[config.mk]
export PLATFORM = sky130hd
export DESIGN_NAME = glyph_blitter_flat
export DESIGN_NICKNAME = d
export VERILOG_FILES = /design/src/rtl/glyph_blitter_if.sv /design/src/rtl/glyph_blitter.sv /design/src/flat_wrapper.sv
export SDC_FILE = /design/constraint.sdc
export NUM_CORES = 1
export LEC_CHECK = 0
export BUFFER_PORTS_ARGS = -buffer_cell sky130_fd_sc_hd__buf_2
export CAP_MARGIN = 20
export CORE_MARGIN = 2
export CORE_UTILIZATION = 41
export DETAILED_ROUTE_END_ITERATION = 12
export GPL_ROUTABILITY_DRIVEN = 0
export SETUP_SLACK_MARGIN = 0.4
export SYNTH_ARGS = -nofsm -noshare
export SYNTH_HDL_FRONTEND = slang
export SYNTH_SLANG_ARGS = --single-unit
export TNS_END_PERCENT = 10
[constraint.sdc]
create_clock -name clk -period 6 [get_ports clk]
set_clock_uncertainty 0.1 [all_clocks]
set_input_delay 0.3 -clock clk [delete_from_list [all_inputs] [get_ports clk]]
set_output_delay 0.3 -clock clk [all_outputs]
set_load 0.01 [all_outputs]
[src/rtl/glyph_blitter_if.sv]
// Pixel sink and font LUT bus for glyph_blitter.
// The blitter holds the master side; the VGA adapter and font LUT sit on the slave side.
interface glyph_blitter_if #(
   parameter int IDX_W     = 5,
   parameter int X_W       = 8,
   parameter int Y_W       = 7,
   parameter int COLOUR_W  = 3,
   parameter int FONT_BITS = 25
);
   logic [IDX_W-1:0]     font_idx;
   logic [FONT_BITS-1:0] font_bits;
   logic [X_W-1:0]       x;
   logic [Y_W-1:0]       y;
   logic [COLOUR_W-1:0]  colour;
   logic                 plot;
   logic                 plot_ready;

   modport master (
      output font_idx, x, y, colour, plot,
      input  font_bits, plot_ready
   );

   modport slave (
      input  font_idx, x, y, colour, plot,
      output font_bits, plot_ready
   );
endinterface

[src/rtl/glyph_blitter.sv]
// Dirty-tracking glyph renderer: redraws changed slots round-robin, one pixel per
// accepted cycle, with clipping and plot backpressure.
module glyph_blitter #(
   parameter int NUM_SLOTS = 3,
   parameter int GLYPH_W   = 5,
   parameter int GLYPH_H   = 5,
   parameter int IDX_W     = 5,
   parameter int X_W       = 8,
   parameter int Y_W       = 7,
   parameter int COLOUR_W  = 3,
   parameter int SCREEN_W  = 160,
   parameter int SCREEN_H  = 120
) (
   input  logic                           clk,
   input  logic                           reset,
   input  logic [NUM_SLOTS*IDX_W-1:0]     slot_glyph,
   input  logic [NUM_SLOTS*X_W-1:0]       slot_x,
   input  logic [NUM_SLOTS*Y_W-1:0]       slot_y,
   input  logic [NUM_SLOTS-1:0]           slot_hl,
   input  logic [COLOUR_W-1:0]            fg_colour,
   input  logic [COLOUR_W-1:0]            hl_colour,
   input  logic [COLOUR_W-1:0]            bg_colour,
   input  logic                           force_redraw,
   glyph_blitter_if.master                pix,
   output logic                           busy
);
   localparam int NB = GLYPH_W * GLYPH_H;
   localparam int CW = (GLYPH_W > 1) ? $clog2(GLYPH_W) : 1;
   localparam int RW = (GLYPH_H > 1) ? $clog2(GLYPH_H) : 1;
   localparam int SW = (NUM_SLOTS > 1) ? $clog2(NUM_SLOTS) : 1;

   typedef enum logic [1:0] {S_IDLE, S_LOAD, S_DRAW} state_e;

   state_e               state_q, state_d;
   logic [SW-1:0]        rr_q, rr_d, sel_q, sel_d;
   logic [NUM_SLOTS-1:0] force_q, force_d, dirty;
   logic [IDX_W-1:0]     cur_glyph [NUM_SLOTS];
   logic [X_W-1:0]       cur_x [NUM_SLOTS];
   logic [Y_W-1:0]       cur_y [NUM_SLOTS];
   logic [IDX_W-1:0]     snap_glyph_q [NUM_SLOTS], snap_glyph_d [NUM_SLOTS];
   logic [X_W-1:0]       snap_x_q [NUM_SLOTS], snap_x_d [NUM_SLOTS];
   logic [Y_W-1:0]       snap_y_q [NUM_SLOTS], snap_y_d [NUM_SLOTS];
   logic [NUM_SLOTS-1:0] snap_hl_q, snap_hl_d;
   logic [NB-1:0]        bits_q, bits_d;
   logic [X_W-1:0]       wx_q, wx_d;
   logic [Y_W-1:0]       wy_q, wy_d;
   logic                 whl_q, whl_d;
   logic [CW-1:0]        col_q, col_d;
   logic [RW-1:0]        row_q, row_d;
   logic [X_W:0]         px;
   logic [Y_W:0]         py;
   logic                 clip, adv, found;
   logic [SW:0]          cand;

   for (genvar g = 0; g < NUM_SLOTS; g++) begin : g_slot
      assign cur_glyph[g] = slot_glyph[g*IDX_W +: IDX_W];
      assign cur_x[g]     = slot_x[g*X_W +: X_W];
      assign cur_y[g]     = slot_y[g*Y_W +: Y_W];
      assign dirty[g]     = force_q[g] | (cur_glyph[g] != snap_glyph_q[g]) |
                            (cur_x[g] != snap_x_q[g]) | (cur_y[g] != snap_y_q[g]) |
                            (slot_hl[g] != snap_hl_q[g]);
   end

   // Full-width sums so the clip test sees coordinates past the output range.
   always_comb begin
      px   = {1'b0, wx_q} + (X_W+1)'(col_q);
      py   = {1'b0, wy_q} + (Y_W+1)'(row_q);
      clip = (px >= (X_W+1)'(SCREEN_W)) || (py >= (Y_W+1)'(SCREEN_H));
   end

   always_comb begin
      state_d      = state_q;
      rr_d         = rr_q;
      sel_d        = sel_q;
      force_d      = force_q;
      snap_glyph_d = snap_glyph_q;
      snap_x_d     = snap_x_q;
      snap_y_d     = snap_y_q;
      snap_hl_d    = snap_hl_q;
      bits_d       = bits_q;
      wx_d         = wx_q;
      wy_d         = wy_q;
      whl_d        = whl_q;
      col_d        = col_q;
      row_d        = row_q;
      adv          = 1'b0;
      found        = 1'b0;
      cand         = '0;
      pix.font_idx = '0;
      pix.x        = '0;
      pix.y        = '0;
      pix.colour   = '0;
      pix.plot     = 1'b0;
      unique case (state_q)
         S_IDLE: begin
            for (int unsigned k = 0; k < NUM_SLOTS; k++) begin
               cand = {1'b0, rr_q} + (SW+1)'(k);
               if (cand >= (SW+1)'(NUM_SLOTS)) cand = cand - (SW+1)'(NUM_SLOTS);
               if (!found && dirty[cand[SW-1:0]]) begin
                  found = 1'b1;
                  sel_d = cand[SW-1:0];
               end
            end
            if (found) state_d = S_LOAD;
         end
         S_LOAD: begin
            pix.font_idx        = cur_glyph[sel_q];
            bits_d              = pix.font_bits;
            wx_d                = cur_x[sel_q];
            wy_d                = cur_y[sel_q];
            whl_d               = slot_hl[sel_q];
            snap_glyph_d[sel_q] = cur_glyph[sel_q];
            snap_x_d[sel_q]     = cur_x[sel_q];
            snap_y_d[sel_q]     = cur_y[sel_q];
            snap_hl_d[sel_q]    = slot_hl[sel_q];
            force_d[sel_q]      = 1'b0;
            rr_d                = (sel_q == SW'(NUM_SLOTS-1)) ? '0 : sel_q + 1'b1;
            col_d               = '0;
            row_d               = '0;
            state_d             = S_DRAW;
         end
         S_DRAW: begin
            // Bitmap shifts left per pixel so the current pixel is always the MSB.
            pix.x      = px[X_W-1:0];
            pix.y      = py[Y_W-1:0];
            pix.colour = bits_q[NB-1] ? (whl_q ? hl_colour : fg_colour) : bg_colour;
            pix.plot   = ~clip;
            adv        = clip | pix.plot_ready;
            if (adv) begin
               bits_d = bits_q << 1;
               if (col_q == CW'(GLYPH_W-1)) begin
                  col_d = '0;
                  if (row_q == RW'(GLYPH_H-1)) state_d = S_IDLE;
                  else row_d = row_q + 1'b1;
               end else begin
                  col_d = col_q + 1'b1;
               end
            end
         end
         default: state_d = S_IDLE;
      endcase
      if (force_redraw) force_d = '1;
   end

   assign busy = (state_q != S_IDLE);

   always_ff @(posedge clk) begin
      if (reset) begin
         state_q      <= S_IDLE;
         rr_q         <= '0;
         sel_q        <= '0;
         force_q      <= '1;
         snap_glyph_q <= '{default: '0};
         snap_x_q     <= '{default: '0};
         snap_y_q     <= '{default: '0};
         snap_hl_q    <= '0;
         bits_q       <= '0;
         wx_q         <= '0;
         wy_q         <= '0;
         whl_q        <= 1'b0;
         col_q        <= '0;
         row_q        <= '0;
      end else begin
         state_q      <= state_d;
         rr_q         <= rr_d;
         sel_q        <= sel_d;
         force_q      <= force_d;
         snap_glyph_q <= snap_glyph_d;
         snap_x_q     <= snap_x_d;
         snap_y_q     <= snap_y_d;
         snap_hl_q    <= snap_hl_d;
         bits_q       <= bits_d;
         wx_q         <= wx_d;
         wy_q         <= wy_d;
         whl_q        <= whl_d;
         col_q        <= col_d;
         row_q        <= row_d;
      end
   end
endmodule

[src/flat_wrapper.sv]
// flat-port wrapper written by rule: the top's interface ports become plain ports
module glyph_blitter_flat 
#(
   parameter int NUM_SLOTS = 3,
   parameter int GLYPH_W   = 5,
   parameter int GLYPH_H   = 5,
   parameter int IDX_W     = 5,
   parameter int X_W       = 8,
   parameter int Y_W       = 7,
   parameter int COLOUR_W  = 3,
   parameter int SCREEN_W  = 160,
   parameter int SCREEN_H  = 120
)
  (clk, reset, slot_glyph, slot_x, slot_y, slot_hl, fg_colour, hl_colour, bg_colour, force_redraw, busy, pix_font_idx, pix_x, pix_y, pix_colour, pix_plot, pix_font_bits, pix_plot_ready);
  glyph_blitter_if #(.IDX_W(IDX_W), .X_W(X_W), .Y_W(Y_W), .COLOUR_W(COLOUR_W), .FONT_BITS(((5) * (5)))) pix_i ();
  input  logic clk;
  input  logic reset;
  input  logic [NUM_SLOTS*IDX_W-1:0] slot_glyph;
  input  logic [NUM_SLOTS*X_W-1:0] slot_x;
  input  logic [NUM_SLOTS*Y_W-1:0] slot_y;
  input  logic [NUM_SLOTS-1:0] slot_hl;
  input  logic [COLOUR_W-1:0] fg_colour;
  input  logic [COLOUR_W-1:0] hl_colour;
  input  logic [COLOUR_W-1:0] bg_colour;
  input  logic force_redraw;
  output logic busy;
  output wire logic [$bits(pix_i.font_idx)-1:0] pix_font_idx;
  output wire logic [$bits(pix_i.x)-1:0] pix_x;
  output wire logic [$bits(pix_i.y)-1:0] pix_y;
  output wire logic [$bits(pix_i.colour)-1:0] pix_colour;
  output wire logic [$bits(pix_i.plot)-1:0] pix_plot;
  input wire logic [$bits(pix_i.font_bits)-1:0] pix_font_bits;
  input wire logic [$bits(pix_i.plot_ready)-1:0] pix_plot_ready;
  assign pix_font_idx = pix_i.font_idx;
  assign pix_x = pix_i.x;
  assign pix_y = pix_i.y;
  assign pix_colour = pix_i.colour;
  assign pix_plot = pix_i.plot;
  assign pix_i.font_bits = pix_font_bits;
  assign pix_i.plot_ready = pix_plot_ready;
  glyph_blitter #(.NUM_SLOTS(NUM_SLOTS), .GLYPH_W(GLYPH_W), .GLYPH_H(GLYPH_H), .IDX_W(IDX_W), .X_W(X_W), .Y_W(Y_W), .COLOUR_W(COLOUR_W), .SCREEN_W(SCREEN_W), .SCREEN_H(SCREEN_H)) u_core (.clk(clk), .reset(reset), .slot_glyph(slot_glyph), .slot_x(slot_x), .slot_y(slot_y), .slot_hl(slot_hl), .fg_colour(fg_colour), .hl_colour(hl_colour), .bg_colour(bg_colour), .force_redraw(force_redraw), .pix(pix_i), .busy(busy));
endmodule
; ---- Word level (Yosys, flattened, before mapping)
; Cells that the tools add are included.
[word_totals]
romBits = 0
latchBits = 0
reg_bits = 119
elab_cells = 163
input_bits = 101
n_memories = 0
mem_bits_rw = 0
[classes]
n_mux = 66
shift = 0
n_bitwise = 17
addsub = 10
n_reduce_logical = 16
n_eq_ne = 22
n_lt_le_gt_ge = 12
mul = 0
div = 0
[op_table]
columns = operator, n
row1 = case mux 25 bit (2 select lines), 1
row2 = two-way mux 8 bit, 4
row3 = two-way mux 2 bit, 14
row4 = two-way mux 7 bit, 4
row5 = two-way mux 25 bit, 1
row6 = bitwise mux 24 bit, 1
row7 = two-way mux 3 bit, 8
row8 = inequality test 8 bit, 3
row9 = bitwise mux 21 bit, 1
row10 = inequality test 7 bit, 3
row11 = two-way mux 5 bit, 4
row12 = binary-select mux 8 bit (select 2 bit), 1
row13 = demux 8 bit (select 2 bit), 1
row14 = bitwise mux 15 bit, 1
row15 = inequality test 5 bit, 3
row16 = binary-select mux 7 bit (select 2 bit), 1
row17 = demux 7 bit (select 2 bit), 1
row18 = bitwise OR 1 bit, 13
row19 = "< comparator 2 x 3 -> 1 bit, second input constant", 4
row20 = two-way mux 1 bit, 12
row21 = case mux 3 bit (2 select lines), 2
row22 = binary-select mux 5 bit (select 2 bit), 1
row23 = demux 5 bit (select 2 bit), 1
row24 = adder 8 x 3 -> 9 bit, 1
row25 = other kinds (36), 57

; ---- Depth between registers and ports, before layout
; Gate-level depths: netlist of the first run.
[logic_depth]
word_depth = 19
depth_mapped = 13

; ---- Least setup slack after synthesis of the first run
; OpenSTA, ideal clock, no wires.
[synth_timing]
kind = register -> register
start = register u_core.row_q[0]
end = register u_core.bits_q[24]
n_path_buf = 2
t_arrival_ns = 2.464
period_less_slack_ns = 2.652
setup_time_ns = 0.088
setup_slack_ns = 3.348
stages_incl_launch_ff = 14
cell_sequence = dfxtp_1 ha_1 inv_1 fa_1 nor2b_1 o21ai_2 or3_1 a21boi_1 o211a_1 o32a_1 buf_4 buf_6 nor2_1 a311oi_2
[synth_between]
elab_chain_len = 6
[synth_rtl]
columns = element, line
row1 = start: declaration, glyph_blitter.sv:49  ; logic [RW-1:0] row_q, row_d;
row2 = start signal: assignment, glyph_blitter.sv:177  ; row_q <= row_d;
row3 = adder 7 x 3 -> 8 bit, glyph_blitter.sv:67  ; py = {1'b0, wy_q} + (Y_W+1)'(row_q);
row4 = greater-or-equal comparator 8 x 7 -> 1 bit, glyph_blitter.sv:68  ; clip = (px >= (X_W+1)'(SCREEN_W)) || (py >= (Y_W+1)'(SCREEN_H));
row5 = logical OR 1 bit, glyph_blitter.sv:68
row6 = bitwise OR 1 bit, glyph_blitter.sv:128  ; adv = clip | pix.plot_ready;
row7 = inequality test 2 x 1 -> 1 bit (no source line), --
row8 = AND reduction 2 bit (no source line), --
row9 = end signal: assignment, glyph_blitter.sv:172  ; bits_q <= bits_d;
row10 = end: declaration, glyph_blitter.sv:44  ; logic [NB-1:0] bits_q, bits_d;
; Every way passes these cells.
; A chain may end at the register's enable or synchronous reset.

; ---- Worst setup path after layout of the first run
[layout_timing]
start = register u_core.row_q[0]
end = register u_core.bits_q[21]
; Same word-level chain as after synthesis.

==> run metrics, run 1 <==
HPWL after detailed placement=12.5 mm; I/O Pins=126; syn nets=866; Synth Area in Compound Gates=20.7%; Starting Density=41.5%; die height=128 um; Data required, critical path=6230 ps; most frequent cells in the layout=nor2_1 (152), buf_2 (124), dfxtp_1 (119); final WL=17.7 mm; FF-to-FF Start=u_core.row_q[0]; IO Port Bufs=125; Rows=45; share of cells above drive strength 1=20.6%; RSZ-0062 raised after global routing=false; cts bufs inserted=17; Post-CTS Repair Setup Buffers=0; Synth Area in Adders=3.23%; Worst Hold Class=in -> reg; Post-Syn Area per Cell=8.36 um^2; PwrDens=314 mW/mm^2; Final Hold Vio Count=0; CP startpoint kind=flip-flop; area grow syn2layout=19.7%; Cells after Synth=750; Core Box Area=0.0151 mm^2; Root Buffer=clkbuf_16; Overflow after GRT=0; setup_tns=0 ps; dominant synthesized flop cell=dfxtp_1; DRC viols=0; hold_buf cts=0; mapped cell area=0.00627 mm^2; initial antenna violation count=0; Tcrit/Tclk final=56.1%; Clock transition at path regs=50 ps; Tmin final=3360 ps; HP Start=pix_font_bits[0]; Slew Limit Fails=0; Detailed Routing Iterations Pass 1=5; fmax=297 MHz; PostCTS Resize Cnt=0; die width=128 um; largest net degree at the start of global routing=103; post-layout net count=965; CP Launch Point=u_core.row_q[0]; Vias/cell=5.48; synth warn=0; number of global-route vias before repair=5473; Worst-Skew Late Latency=420 ps; maximum fanout along the worst path=51; largest family of logic cells by synthesized area=compound AO/OA/AOI/OAI gates; Leakage=3.05 nW; CTS tree=built; worst setup margin=2640 ps; mux contribution to synthesized area=4.31%; post-synthesis xor/xnor area fraction=10.1%; pre-CTS WS=2660 ps; CTS Sinks=119; sequential-to-total area share from yosys stat=38.0%; Detail Route Antenna Nets=0; clock buffer depth=2; FF+latch count, synth=119; number of synthesized flops with an enable pin=0; final hold slack=22.8 ps; Synth Area in Simple Gates=18.9%; most common cell after layout, fill and taps aside=nor2_1; Worst setup EP type=flip-flop; fillcell total=1469; WS Path Type=reg -> reg; die area=0.0163 mm^2; Max H-tree Level=4; slew at the pin closest to its max-slew limit=1120 ps; routed len/inst=17.0 um; relative max-transition margin=25.3%; Vias=5735; GRT Total Usage=22.4%; ant diodes=0; first-pass GRT wire length=28.5 mm; Worst Path Arrival=3590 ps; Yosys cell types=52; asr flop ratio synth=0%; status=finished clean; Max Cap Viol=0; initial DRC count=326; worst vdd ir=0.219 mV; final setup fails=0
cells in the mapped netlist, types with 5 or more instances:
master    number  share of area, %
a211oi_1      85                10
nor4_1        10               1.0
nand2_1       56               3.4
buf_1          5              0.30
ha_1          13               2.6
nor2_1       152               9.1
nor2b_1        8              0.80
nand2b_1       5              0.50
dfxtp_1      119                38
and2_1         5              0.50
xnor2_1       28               3.9
nor3_1         8              0.64
inv_1         19               1.1
nand4_1       10               1.0
a311oi_1      20               2.8
xor2_1        44               6.1
mux2i_1       27               4.3
clkbuf_1      43               2.6
a21oi_1       30               2.4
o21ai_0       12              0.96
layer usage:
| layer | wire [um] | share of wire [%] | track usage, % |
|---|---|---|---|
| met1 | 7960 | 45 | 28.8 |
| met2 | 8370 | 47 | 35.9 |
| met3 | 858 | 4.8 | 5.34 |
| met4 | 557 | 3.1 | 10.0 |
| met5 | 0 | 0 | 0 |
final cells by class:
type / count / area [um^2] / share of cell area, %
clock buffer: 25 / 475 / 6.33
clock inverter: 4 / 47.5 / 0.633
inverter: 19 / 71.3 / 0.950
multi-input combinational: 558 / 3600 / 47.9
sequential: 119 / 2380 / 31.7
tap: 188 / 235 / 3.13
timing repair buffer: 134 / 696 / 9.27
where the power goes:
part	switching, mW	leakage, nW	internal (mW)
sequential	0.0616	0.973	0.876
clock	0.336	0.253	0.581
combinational	0.307	1.83	0.196
cell families after synthesis:
family                   Yosys count
AO/OA/AOI/OAI                    175
XOR/XNOR                          72
adder cells (fa/ha/maj)           15
buffers and inverters             73
flip-flops                       119
multiplexers                      27
AND/OR/NAND/NOR                  269
through the flow:
stage	cell area, um^2	instances	utilization (%)	total power, mW
after floorplan	6270	750	-	1.30
after global placement	6980	1018	46.3	1.44
after detailed placement	6980	1018	46.3	1.45
after CTS	7510	1047	49.7	2.38
after global routing	7510	1047	49.7	2.48
final	7510	1047	49.7	2.36
critical path, stage by stage, from the launching register on:
cell and delay, ps:
dfxtp_1 370, ha_1 180, inv_1 60, fa_1 380, nor2b_1 190, o21ai_2 110, or3_1 320, a21boi_1 150
o211a_1 220, o32a_2 780, nor2_1 130, a311oi_2 270
state kept, by name (all words and copies together), names as in the netlist:
name / cells
u_core.row_q: 3
u_core.wy_q: 7
u_core.rr_q: 2
u_core.snap_glyph_q: 15
u_core.col_q: 3
u_core.snap_y_q: 21
u_core.sel_q: 2
u_core.state_q: 2
u_core.snap_hl_q: 3
u_core.wx_q: 8
u_core.snap_x_q: 24
u_core.bits_q: 25
u_core.force_q: 3
u_core.whl_q: 1
path summary, 6_finish.rpt:
| kind | end | slack [ps] | cells after the start |
|---|---|---|---|
| setup / recovery | u_core.bits_q[21] | 2640 | 11 |
| hold / removal | u_core.bits_q[0] | 20 | 3 |
| setup reg to reg | u_core.bits_q[21] | 2640 | 11 |
| hold reg to reg | u_core.bits_q[22] | 380 | 2 |
(Power assumes the default switching activity.)
==> inputs of run 2 (changes only) <==
==> constraint.sdc (replaced) <==
create_clock -name clk -period 3.4 [get_ports clk]
set_clock_uncertainty 0.1 [all_clocks]
set_input_delay 0.17 -clock clk [delete_from_list [all_inputs] [get_ports clk]]
set_output_delay 0.17 -clock clk [all_outputs]
set_load 0.01 [all_outputs]
==> run metrics, run 2 (same netlist as run 1, synthesis figures left out) <==
initial antenna violation count=0; WS Path Type=reg -> reg; final WL=18.1 mm; Core Box Area=0.0151 mm^2; Worst Hold Class=in -> reg; Overflow after GRT=0; Sw Ratio=29.7%; worst vdd ir=0.362 mV; I/O Pins=126; clock buffer depth=2; fmax=344 MHz; Most flops, register=u_core.bits_q; crit path cell chain=ha_1, inv_1, fa_1, nor2b_4, o21ba_1, nand2b_1, o311ai_4, o311ai_4, o32a_4, buf_12, nor2_1, a311oi_1; Multi-input gate area=0.00367 mm^2; Largest regs=u_core.bits_q: 25 flops, u_core.snap_x_q: 24 flops, u_core.snap_y_q: 21 flops; Top delay family on crit path=compound AO/OA/AOI/OAI gates; Comb pwr share=21.9%; CP startpoint kind=flip-flop; slowest cell delay on critical path=470 ps; CTS tree=built; HPWL after detailed placement=12.7 mm; PwrDens=546 mW/mm^2; largest net degree at the start of global routing=69; Worst R2R End=u_core.bits_q[18]; status=finished clean; CP Buf/Inv Count=2; Data required, critical path=3610 ps; Worst setup EP type=flip-flop; slack of the worst reg-to-reg path=490 ps; WHS Path Cells=3; Leakage=3.26 nW; fillcell total=1434; Max Cap Viol=0; max FFs per register=25; Psw=1.30 mW; Starting Density=41.5%; most frequent cells in the layout=nor2_1 (152), buf_2 (124), dfxtp_1 (119); reg2reg path depth=12; final setup fails=0; Root Buffer=clkbuf_16; Vias/cell=5.37; post-layout net count=1004; ant diodes=0; Clock transition at path regs=50 ps; relative max-transition margin=45.1%; Tcrit/Tclk final=85.6%; Worst Path Arrival=3120 ps; maximum fanout along the worst path=31; cts bufs inserted=17; die width=128 um; Tot Pwr=4.36 mW; first-pass GRT wire length=28.5 mm; die height=128 um; Crit path top cell by count=o311ai_4; CTS Sinks=119; area grow syn2layout=27.5%; Slew Limit Fails=0; number of global-route vias before repair=5566; setup_tns=0 ps; Worst-Skew Late Latency=430 ps; HP Start=slot_glyph[11]; Detailed Routing Iterations Pass 1=5; Rows=45; Detail Route Antenna Nets=0; CP max-delay cell=fa_1; Worst Hold End=u_core.snap_glyph_q[11]; Final Hold Vio Count=0; DRC viols=0; initial DRC count=287; most common cell after layout, fill and taps aside=nor2_1; clock share of power=40.2%; Reg power frac=38.0%; die area=0.0163 mm^2; Tmin final=2910 ps; Max H-tree Level=4; IO Port Bufs=125; share of cells above drive strength 1=22.1%; Internal=3.07 mW; Vias=5847; slew at the pin closest to its max-slew limit=824 ps; Seq. cell area=0.00238 mm^2; routed len/inst=16.6 um; RSZ-0062 raised after global routing=true; GRT Total Usage=22.3%; FF-to-FF Start=u_core.col_q[0]
run 2: how the worst max path moves through the flow:
stage | startpoint | end | slack [ps] | cells past startpoint
after global routing | u_core.row_q[0] | u_core.bits_q[12] | 350 | 12
final | u_core.col_q[0] | u_core.bits_q[18] | 490 | 12
after global placement | u_core.row_q[0] | u_core.bits_q[21] | 370 | 12
after detailed placement | u_core.row_q[0] | u_core.bits_q[17] | 260 | 12
after floorplan | u_core.row_q[0] | u_core.bits_q[24] | 750 | 13
after CTS | u_core.row_q[0] | u_core.bits_q[14] | 440 | 12
run 2: per-layer routing:
layer / up-vias / wire (um) / track usage (%)
met1: 2756 / 8280 / 28.6
met3: 21 / 841 / 5.18
met5: - / 0 / 0
li1: 2924 / - / -
met4: 0 / 341 / 7.82
met2: 146 / 8650 / 37.1
run 2: worst register-to-register path: cells and delay by family, from the launching register on:
kind,cells,cell delay [ps]
buf+inv,2,260
fa+ha+maj,2,660
flops,1,380
simple gates,3,390
compound gates,5,1010
run 2: cell type report:
cell class / instances / share of cell area (%)
clock buffers: 23 / 5.98
multi-input cells: 559 / 45.9
clock inverters: 8 / 1.22
flip-flops and latches: 119 / 29.8
repair buffers: 172 / 13.2
well taps: 188 / 2.94
inverters: 19 / 0.893
run 2: metrics by stage:
| step | std cells | cell area [um^2] | util, % | hold WS (ps) | setup slack [ps] |
|---|---|---|---|---|---|
| final | 1088 | 7990 | 53.0 | 95.6 | 490 |
| after global routing | 1088 | 7990 | 53.0 | 120 | 348 |
| after detailed placement | 1025 | 7050 | 46.7 | 322 | 256 |
| after CTS | 1085 | 7930 | 52.5 | 72.0 | 442 |
| after floorplan | 750 | 6270 | - | 190 | 748 |
| after global placement | 1025 | 7050 | 46.7 | 319 | 374 |
run 2: repair_timing:
item,CTS,global route
pin swaps,2,3
buffers inserted,2,3
endpoints found under the hold margin,28,0
gates cloned,1,0
gates resized for setup,2,6
endpoints found under the setup margin,16,31
hold buffers,26,0
run 2: power groups by stage:
stage | Sequential (mW) | Combinational, mW | Clock [mW]
CTS | 1.65 | 0.941 | 1.78
detailed placement | 1.68 | 0.901 | 0
floorplan | 1.65 | 0.642 | 0
global route | 1.67 | 1.05 | 1.84
global placement | 1.68 | 0.879 | 0
finish | 1.66 | 0.954 | 1.75
